`src/rtl/vga_pkg.sv`:
```
// Shared VGA definitions: default 640x480@60 timing, RGB332 pixel format,
// the sprite transparency key and the RGB332 -> 24-bit expansion helper.
package vga_pkg;

    // Default 640x480 timing, pixel clocks / lines
    localparam int DEF_H_ACTIVE = 640;
    localparam int DEF_H_FP     = 16;
    localparam int DEF_H_SYNC   = 96;
    localparam int DEF_H_BP     = 48;
    localparam int DEF_V_ACTIVE = 480;
    localparam int DEF_V_FP     = 10;
    localparam int DEF_V_SYNC   = 2;
    localparam int DEF_V_BP     = 33;
    localparam int DEF_PIPE_LAT = 2;

    // Width of pixelX / pixelY
    localparam int COORD_W = 11;

    // 8-bit pixel as produced by the sprite ROMs and the layer mux
    typedef struct packed {
        logic [2:0] r;
        logic [2:0] g;
        logic [1:0] b;
    } rgb332_t;

    // Transparency key used by the sprite blocks and the mux
    localparam logic [7:0] MASK_VALUE = 8'h62;

    // 24-bit DAC colour
    typedef struct packed {
        logic [7:0] r;
        logic [7:0] g;
        logic [7:0] b;
    } rgb888_t;

    // Raster decode carried down the delay line alongside the pixel
    typedef struct packed {
        logic active;
        logic hs;
        logic vs;
    } timing_t;

    // Bit replication so full-scale codes reach 8'hFF and zero stays zero
    function automatic rgb888_t expand_rgb332(input rgb332_t pix);
        rgb888_t wide;
        wide.r = {pix.r, pix.r, pix.r[2:1]};
        wide.g = {pix.g, pix.g, pix.g[2:1]};
        wide.b = {pix.b, pix.b, pix.b, pix.b};
        return wide;
    endfunction

endpackage

```
`src/rtl/vga_delay_line.sv`:
```
// Fixed-depth shift register with asynchronous clear. DEPTH=0 is a wire.
module vga_delay_line #(
    parameter int WIDTH = 3,
    parameter int DEPTH = 2
) (
    input  logic             clk,
    input  logic             reset,
    input  logic [WIDTH-1:0] sample,
    output logic [WIDTH-1:0] delayed
);

    generate
        if (DEPTH == 0) begin : g_bypass
            assign delayed = sample;
        end else begin : g_shift
            logic [WIDTH-1:0] stages [DEPTH];

            // Advance one stage per clock; reset flushes the whole line
            always_ff @(posedge clk or posedge reset) begin
                if (reset) begin
                    // NOTE: every stage is cleared, not just the first, so no stale
                    // sync or blank decode can leak out after reset is released.
                    for (int i = 0; i < DEPTH; i++) begin
                        stages[i] <= '0;
                    end
                end else begin
                    stages[0] <= sample;
                    for (int i = 1; i < DEPTH; i++) begin
                        stages[i] <= stages[i-1];
                    end
                end
            end

            assign delayed = stages[DEPTH-1];
        end
    endgenerate

endmodule

```
`src/rtl/vga_frame_driver.sv`:
```
// Raster timing generator and DAC output stage. Issues pixel coordinates to
// the sprite/mux path, then re-aligns the returned pixel with sync and blank.
module vga_frame_driver
    import vga_pkg::*;
#(
    parameter int   H_ACTIVE = DEF_H_ACTIVE,
    parameter int   H_FP     = DEF_H_FP,
    parameter int   H_SYNC   = DEF_H_SYNC,
    parameter int   H_BP     = DEF_H_BP,
    parameter int   V_ACTIVE = DEF_V_ACTIVE,
    parameter int   V_FP     = DEF_V_FP,
    parameter int   V_SYNC   = DEF_V_SYNC,
    parameter int   V_BP     = DEF_V_BP,
    parameter int   PIPE_LAT = DEF_PIPE_LAT,
    parameter logic SYNC_ACT = 1'b0
) (
    input  logic               clk,
    input  logic               reset,
    input  logic [7:0]         RGB_in,
    output logic [COORD_W-1:0] pixelX,
    output logic [COORD_W-1:0] pixelY,
    output logic               startOfFrame,
    output logic [7:0]         oVGA_R,
    output logic [7:0]         oVGA_G,
    output logic [7:0]         oVGA_B,
    output logic               oVGA_HS,
    output logic               oVGA_VS,
    output logic               oVGA_BLANK_N
);

    localparam int H_TOTAL = H_ACTIVE + H_FP + H_SYNC + H_BP;
    localparam int V_TOTAL = V_ACTIVE + V_FP + V_SYNC + V_BP;

    localparam logic [COORD_W-1:0] H_LAST     = COORD_W'(H_TOTAL - 1);
    localparam logic [COORD_W-1:0] V_LAST     = COORD_W'(V_TOTAL - 1);
    localparam logic [COORD_W-1:0] H_VISIBLE  = COORD_W'(H_ACTIVE);
    localparam logic [COORD_W-1:0] V_VISIBLE  = COORD_W'(V_ACTIVE);
    localparam logic [COORD_W-1:0] HS_START   = COORD_W'(H_ACTIVE + H_FP);
    localparam logic [COORD_W-1:0] HS_END     = COORD_W'(H_ACTIVE + H_FP + H_SYNC);
    localparam logic [COORD_W-1:0] VS_START   = COORD_W'(V_ACTIVE + V_FP);
    localparam logic [COORD_W-1:0] VS_END     = COORD_W'(V_ACTIVE + V_FP + V_SYNC);

    timing_t raw;
    timing_t aligned;
    rgb888_t colour;

    // Horizontal counter every clock; vertical counter on horizontal wrap
    always_ff @(posedge clk or posedge reset) begin
        if (reset) begin
            pixelX <= '0;
            pixelY <= '0;
        end else if (pixelX == H_LAST) begin
            // NOTE: non-blocking updates so pixelY's wrap test sees the pre-edge
            // counter values, same as every other register in this block.
            pixelX <= '0;
            pixelY <= (pixelY == V_LAST) ? '0 : pixelY + 1'b1;
        end else begin
            pixelX <= pixelX + 1'b1;
        end
    end

    assign startOfFrame = (pixelX == '0) && (pixelY == '0) && !reset;

    // Raw decode at counter time; off-screen coordinates pass through untouched
    assign raw.active = (pixelX < H_VISIBLE) && (pixelY < V_VISIBLE);
    assign raw.hs     = (pixelX >= HS_START) && (pixelX < HS_END);
    assign raw.vs     = (pixelY >= VS_START) && (pixelY < VS_END);

    // Hold the decode back until the mux returns the pixel for this coordinate
    vga_delay_line #(
        .WIDTH ($bits(timing_t)),
        .DEPTH (PIPE_LAT)
    ) u_delay (
        .clk     (clk),
        .reset   (reset),
        .sample  (raw),
        .delayed (aligned)
    );

    assign colour = expand_rgb332(rgb332_t'(RGB_in));

    // DAC output register: colour gated by blank, sync at its configured polarity
    always_ff @(posedge clk or posedge reset) begin
        if (reset) begin
            oVGA_R       <= '0;
            oVGA_G       <= '0;
            oVGA_B       <= '0;
            oVGA_BLANK_N <= 1'b0;
            oVGA_HS      <= ~SYNC_ACT;
            oVGA_VS      <= ~SYNC_ACT;
        end else begin
            oVGA_R       <= aligned.active ? colour.r : 8'h00;
            oVGA_G       <= aligned.active ? colour.g : 8'h00;
            oVGA_B       <= aligned.active ? colour.b : 8'h00;
            oVGA_BLANK_N <= aligned.active;
            oVGA_HS      <= aligned.hs ? SYNC_ACT : ~SYNC_ACT;
            oVGA_VS      <= aligned.vs ? SYNC_ACT : ~SYNC_ACT;
        end
    end

endmodule

```
`config.mk`:
```
export PLATFORM = sky130hd
export DESIGN_NAME = vga_frame_driver
export DESIGN_NICKNAME = d
export VERILOG_FILES = /design/src/rtl/vga_pkg.sv /design/src/rtl/vga_delay_line.sv /design/src/rtl/vga_frame_driver.sv
export SDC_FILE = /design/constraint.sdc
export NUM_CORES = 1
export LEC_CHECK = 0
export CORE_UTILIZATION = 51
export CTS_BUF_LIST = sky130_fd_sc_hd__clkbuf_4
export DETAILED_ROUTE_END_ITERATION = 12
export PLACE_DENSITY = 0.87
export SYNTH_ARGS = -nofsm -noshare
export SYNTH_HDL_FRONTEND = slang
export SYNTH_SLANG_ARGS = --single-unit
export TNS_END_PERCENT = 1
```
`constraint.sdc`:
```
create_clock -name clk -period 2.7 [get_ports clk]
set_input_delay 0.27 -clock clk [delete_from_list [all_inputs] [get_ports clk]]
set_output_delay 0.27 -clock clk [all_outputs]
set_load 0.1 [all_outputs]
```
Yosys cells after proc, flatten, opt, wreduce, memory -nomap -nowiden
Cells that the tools add are included.
{"block": "word_totals", "latch_bits": 0, "memories": 0, "romBits": 0, "elab_cells": 35, "ramBits": 0, "ff_bits": 55, "in_bits": 10, "out_inout_bits": 50}
{"block": "classes", "n_eq_ne": 2, "div_mod_pow": 0, "shift": 0, "mux": 7, "n_reduce_logical": 8, "mul": 0, "n_lt_le_gt_ge": 6, "n_addsub": 2, "bitwise": 0}
{"op": "8-bit 2-to-1 mux", "n": 3}
{"op": "11-bit by 1-bit adder with 11-bit output, second input constant", "n": 2}
{"op": "11-bit by 10-bit == test with 1-bit output, second input constant", "n": 2}
{"op": "11-bit logical NOT", "n": 2}
{"op": "11-bit by 10-bit less-than comparator with 1-bit output, second input constant", "n": 2}
{"op": "11-bit by 9-bit less-than comparator with 1-bit output, second input constant", "n": 2}
{"op": "11-bit 2-to-1 mux", "n": 2}
{"op": "11-bit by 10-bit greater-or-equal comparator with 1-bit output, second input constant", "n": 1}
{"op": "11-bit by 9-bit greater-or-equal comparator with 1-bit output, second input constant", "n": 1}
{"op": "1-bit logical AND", "n": 5}
{"op": "1-bit 2-to-1 mux", "n": 2}
{"op": "1-bit logical NOT", "n": 1}

Longest topological paths before layout
Gate-level depths: netlist (run 1).
{"block": "logic_depth", "depth_word": 3, "depth_mapped": 7, "mapped_depth_nobuf": 6}

By module
Synthesis (run 1) repeated with hierarchy kept, for this count alone.
{"block": "unflattened", "hier_cells": 168, "area_unflattened_um2": 1854.3}
{"mod": "vga_frame_driver", "instances": 1, "cells_per_inst": 158, "area_per_inst_um2": 1677.9}
{"mod": "vga_delay_line", "instances": 1, "cells_per_inst": 10, "area_per_inst_um2": 176.4}

Least setup slack after synthesis (run 1)
Ideal clock, no wire load.
{"block": "synth_timing", "path_type": "register to output", "startpoint": "register pixelY[0]", "endpoint": "output startOfFrame", "arrival_ns": 2.788, "stages_incl_launch_ff": 6, "setup_slack_ns": -0.358, "cell_sequence": "dfrtp_1 -> inv_1 -> ha_1 -> nor4b_2 -> nand4_1 -> nor2_1"}
{"block": "synth_via", "elab_chain_len": 3}
{"element": "start, declared", "line": "vga_frame_driver.sv:21", "text": "output logic [COORD_W-1:0] pixelY,"}
{"element": "start signal, assigned", "line": "vga_frame_driver.sv:56", "text": "pixelY <= (pixelY == V_LAST) ? '0 : pixelY + 1'b1;"}
{"element": "11-bit logical NOT", "line": "vga_frame_driver.sv:62", "text": "assign startOfFrame = (pixelX == '0) && (pixelY == '0) && !reset;"}
{"element": "1-bit logical AND (2 in series)", "line": "vga_frame_driver.sv:62"}
{"element": "end, declared", "line": "vga_frame_driver.sv:22", "text": "output logic startOfFrame,"}
No other way between the ends.

Worst setup path in the final report (run 1)
Same ends and word-level chain as after synthesis.

==> run summary, run 1 <==
In this run the static leakage power is 1.09 nW. The fraction of the cycle the final worst path needs is 0.820. Derived from the worst setup path, the maximum achievable clock frequency is 451 MHz. By area the synthesized netlist is led by sky130_fd_sc_hd__dfrtp_1, sky130_fd_sc_hd__buf_4, sky130_fd_sc_hd__nand3_1. The placed standard-cell area is 2260 µm². The run finished with clean final reports. The final number of hold-violating endpoints came to 0.

On the final layout, the worst hold slack is 358 ps. The number of instances on the worst hold path is 1. The category of the most critical setup path is reg -> out. The relative slew slack is 0.684. The horizontal die dimension came out at 62.7 µm. For the worst setup path, the data required time is around 2400 ps. Dividing the detail-routed wire length by the instance count gives roughly 14 µm.

For this run, the register share of the synthesized area comes to 0.521. STA classifies the critical path startpoint as a flop. The root buffer cell is sky130_fd_sc_hd__clkbuf_4. The synthesized net count is ~190.

The wire length of the first global-routing pass is ~6400 µm. In the routed design, unresolved DRC markers number 0. The number of cells upsized or downsized after cts came out at 0. The highest ir drop seen on vdd came out at 386 µV. The largest net degree at the start of global routing is 40. The hold-fix buffer count after cts is 0.

The global-route usage over all layers is 0.214. The maximum root-to-sink buffer count came out at 2. The number of DRC markers after the initial detailed-route iteration is 38. The total number of vias is between 1000 and 1500. The number of standard cells in the final layout excluding fillers came out at 270. The H-tree depth reported by CTS is 2. The count of buffers added on input and output ports is just under 60. STA classifies the critical path endpoint as a primary output.

Measured along the y axis, the die boundary spans 62.7 µm. The HPWL after detailed placement is between 2000 and 3000 µm. The final instance area came out at 2360 µm². In the final layout, the share of cells above drive strength 1 is 0.299. The transition time at the pin with the least slew margin is roughly 470 ps. In this run the remaining antenna-violating nets after routing total 0.

The floorplan has 21 rows. The class of the most critical hold timing path is reg -> reg. The placeable core region is approximately 3400 µm². Including well taps, the total number of placed cells is about 260. Summed over all layers, the routed wires come to 3780 µm. The number of library cell types mapped by synthesis is 33. The total number of yosys warnings came out at 0.

The worst setup slack before clock tree synthesis came out at between 800 and 900 ps. A synthesized cell averages about 11 µm². TritonCTS built the clock tree.

The number of max-slew violations in the final report came out at 0. The max-capacitance violation count is 0. The initial antenna violation count came out at 0.

The initial utilization of the core area, before any placement, comes to 0.545. The number of buffers inserted during clock tree synthesis came out at 5. Dividing total power by cell area gives a power density of about 540 nW/µm². The cell count after synthesis is between 150 and 200.

The number of setup buffers added after CTS is 0. The clock-pin slew of the registers on the worst-case setup and hold paths came out at between 100 and 150 ps. The final setup slack of the worst path came out at around 480 ps.

Measured on the finished design, the core utilization comes to 0.686. The worst-path maximum fanout came out at 5. In this run the cell area of the synthesized design comes to 1880 µm². Setup repair after global routing left no endpoint under its margin. The ratio of routed vias to standard cells is roughly 5.4. The number of global-route vias before repair came out at ~1300.

Global routing finished with a remaining overflow of 0. The number of top-level pins is 60. Setup violations remaining at the end of the flow were counted as 0. At the later pin of the worst-skew pair, clock insertion delay measures between 300 and 400 ps.

The number of clock sinks came out at 39. The largest total area in the synthesized netlist belongs to sky130_fd_sc_hd__dfrtp_1. The setup skew after layout came out at around 7.5 ps.

The length in cells of the worst reg-to-reg path is 6. Adding up every negative setup slack in the final design gives 0 ps. The net count of the finished layout came out at between 200 and 250. The detailed-router iteration count before antenna repair is 4. The final critical-path required period is ~2200 ps. The area fraction of the dominant cell type after synthesis came out at 0.493. Relative to the synthesized area, the layout overhead comes to 25.8%. The total power is 1.27 mW. The data arrival time of the worst path is ~2000 ps. 0 antenna diodes ended up in the layout.

The number of register bits inferred by synthesis came out at 39. The full die area came out at 3930 µm². The final RePlAce weighted congestion is 0.857.
-- Yosys cell counts --
master,n
sky130_fd_sc_hd__and3_1,4
sky130_fd_sc_hd__and4_1,4
sky130_fd_sc_hd__o21ai_0,8
sky130_fd_sc_hd__nand4b_1,1
sky130_fd_sc_hd__xor2_1,3
sky130_fd_sc_hd__nand2_1,5
sky130_fd_sc_hd__a22o_1,3
sky130_fd_sc_hd__mux2_4,1
sky130_fd_sc_hd__dfstp_2,2
sky130_fd_sc_hd__and4b_1,1
sky130_fd_sc_hd__mux2i_1,1
sky130_fd_sc_hd__a31oi_1,1
sky130_fd_sc_hd__nor4_4,1
sky130_fd_sc_hd__nor4_1,1
sky130_fd_sc_hd__inv_1,9
sky130_fd_sc_hd__nor2_1,15
sky130_fd_sc_hd__dfrtp_1,37
sky130_fd_sc_hd__nand4_1,5
sky130_fd_sc_hd__nor3_1,9
sky130_fd_sc_hd__buf_2,3
sky130_fd_sc_hd__buf_6,1
sky130_fd_sc_hd__o21a_1,1
sky130_fd_sc_hd__ha_1,4
sky130_fd_sc_hd__nor4b_1,1
sky130_fd_sc_hd__xnor2_1,8
sky130_fd_sc_hd__nor4b_2,1
sky130_fd_sc_hd__nand3_1,14
sky130_fd_sc_hd__a21o_1,1
sky130_fd_sc_hd__a21oi_1,1
sky130_fd_sc_hd__nand4_2,1
sky130_fd_sc_hd__and2_1,10
sky130_fd_sc_hd__buf_4,18
sky130_fd_sc_hd__or3_1,2
-- routing by layer --
layer  track usage  wire length (µm)  up-vias
li1              -                 -      687
met1         0.292              1620      675
met2         0.322              1770       86
met3        0.0766               346        6
met4        0.0610                40        0
met5             0                 0        -
-- where the power goes --
part	switching [mW]	internal, mW	total, mW
registers	0.00479	0.590	0.595
clock network	0.195	0.288	0.482
logic	0.159	0.0384	0.198
total	0.359	0.916	1.27
-- worst paths after layout --
kind | startpoint | endpoint | slack [ps]
min in group asynchronous | reset | pixelY[10] | 370
max reg2reg | pixelX[0] | pixelY[4] | 760
min reg2reg | u_delay.delayed[1] | oVGA_HS | 360
max | pixelY[0] | startOfFrame | 480
min | u_delay.delayed[1] | oVGA_HS | 360
max in group asynchronous | reset | oVGA_VS | 1960
-- critical path, cell delays in order, from the launching register on --
cell,delay (ps)
sky130_fd_sc_hd__dfrtp_1,440
sky130_fd_sc_hd__inv_1,110
sky130_fd_sc_hd__ha_1,150
sky130_fd_sc_hd__nor4b_2,320
sky130_fd_sc_hd__nand4_1,160
sky130_fd_sc_hd__nor2_2,130
sky130_fd_sc_hd__buf_4,290
-- sequential cells by signal, indices dropped and copies added, names as in the netlist --
register                count
u_delay.g_shift.stages      3
oVGA_B                      2
u_delay.delayed             3
oVGA_R                      3
pixelY                     11
oVGA_VS                     1
oVGA_BLANK_N                1
oVGA_G                      3
pixelX                     11
oVGA_HS                     1
-- area by class of cell --
type | count | area [µm²]
Fill cell | 279 | 1080
Sequential cell | 39 | 978
Multi-Input combinational cell | 107 | 706
Timing Repair Buffer | 61 | 480
Clock inverter | 3 | 67.6
Tap cell | 46 | 57.6
Clock buffer | 5 | 37.5
Inverter | 9 | 33.8
-- cells in the final DEF, fill, tap and decap left out, types with 4 or more instances in the layout --
cell type                         count
sky130_fd_sc_hd__nand2_1              5
sky130_fd_sc_hd__o21ai_0              8
sky130_fd_sc_hd__clkdlybuf4s50_1      9
sky130_fd_sc_hd__and2_1              10
sky130_fd_sc_hd__and4_1               4
sky130_fd_sc_hd__ha_1                 4
sky130_fd_sc_hd__clkbuf_4             5
sky130_fd_sc_hd__nand4_1              5
sky130_fd_sc_hd__nor2_1              14
sky130_fd_sc_hd__xnor2_1              8
sky130_fd_sc_hd__dfrtp_1             37
sky130_fd_sc_hd__nor3_1               9
sky130_fd_sc_hd__and3_1               4
sky130_fd_sc_hd__buf_4               52
sky130_fd_sc_hd__inv_1                9
sky130_fd_sc_hd__nand3_1             14
-- kinds of logic after synthesis --
group / count (synthesis) / share of synthesized area
AO/OA/AOI/OAI: 15 / 0.0493
XOR/XNOR: 11 / 0.0513
adder cells (fa/ha/maj): 4 / 0.0267
buffers and inverters: 31 / 0.104
flip-flops: 39 / 0.521
multiplexers: 2 / 0.0133
AND/OR/NAND/NOR: 75 / 0.234
(Power assumes the default switching activity.)
==> run 2: changes to the inputs <==
- CORE_UTILIZATION: 51 -> 48
- PLACE_DENSITY: 0.87 -> 0.83
- clock period: 2.7 -> 2.16 ns (I/O delays scaled with it)
==> run 2 against run 1 <==
Effect of this change: die area grew 6.0%; sequential share of layout area shrank 1.1 points; critical path type unchanged; largest power group unchanged; final area grew 3.9%.
==> run summary, run 2 (synthesis gave the netlist of run 1 again) <==
The total number of placement rows is 22. The worst setup path is captured at a primary output. The hold-fix buffer count after cts is 0. The utilization of the core after routing came out at 0.660. Setup repair after global routing left no endpoint under its margin. The area added between synthesis and finish came out at 30.7%. The path class of the tightest hold or removal check is in -> async. The number of global-route vias before repair came out at around 1400. The number of buffers inserted during clock tree synthesis is 5. The transition time at the pin with the least slew margin came out at roughly 500 ps. In the layout the commonest cells are sky130_fd_sc_hd__buf_4, sky130_fd_sc_hd__dfrtp_1, sky130_fd_sc_hd__nand3_1, sky130_fd_sc_hd__nor2_1. Including well taps, the total number of placed cells is between 200 and 300. The required time at the worst-slack endpoint is between 1500 and 2000 ps. The largest net degree at the start of global routing is 19.

The number of DRC markers after the initial detailed-route iteration is 68. The detailed-router iteration count before antenna repair came out at 4. The worst setup path is launched from a flop. After detailed routing, the number of vias per cell comes to 5.36. The initial utilization of the core area, before any placement, comes to 0.505.

The initial antenna violation count came to 0. The setup skew after layout is about 7.4 ps. The net count of the finished layout came out at around 240. The setup path with the least slack is of type reg -> out. The first global-routing pass estimated approximately 6600 µm of wire. Power spread over the standard cell area amounts to between 500 and 600 nW/µm². Once detail routing completed, the nets flagged for antenna violations numbered 0.

The setup TNS after final layout is 0 ps. At the later pin of the worst-skew pair, clock insertion delay measures 340 ps. The overall overflow remaining after global route came out at 0. The fraction of the cycle the final worst path needs came out at 0.945. The final RePlAce weighted congestion is approximately 0.83.

The leakage power came out at ~1.1 nW. The filler cells instantiated in the layout total 323. The H-tree depth reported by CTS is 2. The clock tree from TritonCTS is built. The residual DRC count came out at 0. The number of top-level pins came out at 60. In the global route stage, overall resource usage came out at 0.213. 0 antenna diodes ended up in the layout. The highest ir drop seen on vdd is ~390 µV. In the final layout, the registers with the most flip-flops are pixelX x11, pixelY x11.

The longest clock path from root to sink contains 2 buffers. The placed wire-length estimate is just under 3000 µm. The total of endpoints with negative setup slack in the final report came out at 0. The worst-path maximum fanout is 4. The final instance area came out at around 2500 µm². Leaving out fill and tap cells, the most frequent cell in the layout is sky130_fd_sc_hd__buf_4. The number of clock sinks came out at 39.

The final critical-path required period is 2040 ps. The placeable core region is ~3700 µm². The number of max-slew violations in the final report came out at 0. The tool flagged a number of max-cap violations equal to 0. In this run the vertical extent of the chip is about 65 µm. The number of input and output port buffers inserted came out at a little under 60. The horizontal die dimension is around 65 µm. Measured in cells, the most critical reg-to-reg path has a length of 6. For the worst setup path, the data arrival time is around 1800 ps. The total number of vias came out at between 1000 and 1500. The relative slew slack is 0.663. The root buffer cell is sky130_fd_sc_hd__clkbuf_4.

The average routed wire per standard cell is around 14 µm. The flow ran to the end, and the final reports show no timing, DRC or antenna violations. The placed standard-cell area is approximately 2300 µm².

The full die area came out at roughly 4200 µm². The largest individual stage delay along the critical path comes from the cell sky130_fd_sc_hd__dfrtp_2. The achievable frequency came out at ~500 MHz.

The final number of hold-violating endpoints is 0. The maximum cell stage delay along the critical path came out at 420 ps. Clock-pin slew was measured on the worst setup and hold paths at approximately 120 ps. The number of standard cells in the final layout excluding fillers came out at between 200 and 300. Traced cell by cell, the critical path runs through inv_1 > ha_1 > nor4b_4 > nand4_1 > nor2_4 > buf_12. The share of post-route cells with drive strength above 1 is 0.368. The detailed-route wire length came out at slightly above 4000 µm.
[run 2: cell count changes in the layout (fill, tap and decap cells not counted), sizes merged]
cell	delta
bufinv	-1
clkinvlp	-1
clkinv	+2
buf	+7
[run 2: cell type report]
cell class	instances	area (µm²)	share of cell area
timing repair buffer	68	558	0.227
tap	48	60.1	0.0245
clock buffer	5	37.5	0.0153
multi-input combinational	107	734	0.299
inverter	9	33.8	0.0138
sequential	39	991	0.404
clock inverter	3	38.8	0.0158
[run 2: path summary, 6_finish.rpt]
path	endpoint	slack [ps]	start
max in group asynchronous	pixelX[4]	1340	reset
setup reg to reg	pixelY[10]	320	pixelX[0]
hold reg to reg	u_delay.delayed[0]	360	u_delay.g_shift.stages[3]
hold / removal	pixelY[2]	250	reset
setup / recovery	startOfFrame	120	pixelY[0]
min in group clk	u_delay.delayed[0]	360	u_delay.g_shift.stages[3]
[run 2: worst max-delay path: cells and delay by family (launching register included)]
kind,cells,cell delay (ps)
adders and majority gates,1,150
and+or+nand+nor,3,650
buffers and inverters,2,260
DFF,1,420
[run 2: metrics by stage]
| stage | hold WS, ps | total power, mW | setup WS (ps) |
|---|---|---|---|
| floorplan | 331 | 0.968 | -7.17 |
| global placement | 333 | 1.01 | 395 |
| detailed placement | 336 | 1.01 | 332 |
| CTS | 251 | 1.48 | 26.5 |
| global route | 256 | 1.52 | 6.56 |
| finish | 253 | 1.47 | 120 |
[run 2: routing by layer]
metal  vias to the layer above  track usage  share of wire
met2                        82        0.347           0.49
met1                       713        0.265           0.40
met3                         6       0.0669          0.094
met4                         0       0.0750          0.011
li1                        694            -              -
met5                         -            0              0
[run 2: what timing repair did]
action / CTS / global route
buffers inserted: 0 / 5
resized for setup: 1 / 3
pin swaps: 0 / 2
setup endpoints to repair: 1 / 1
[run 2: power by group]
part | internal (mW) | leakage (nW) | switching (mW) | total [mW]
Combinational | 0.0515 | 0.605 | 0.200 | 0.252
Sequential | 0.738 | 0.477 | 0.00572 | 0.743
Clock | 0.238 | 0.0426 | 0.236 | 0.474
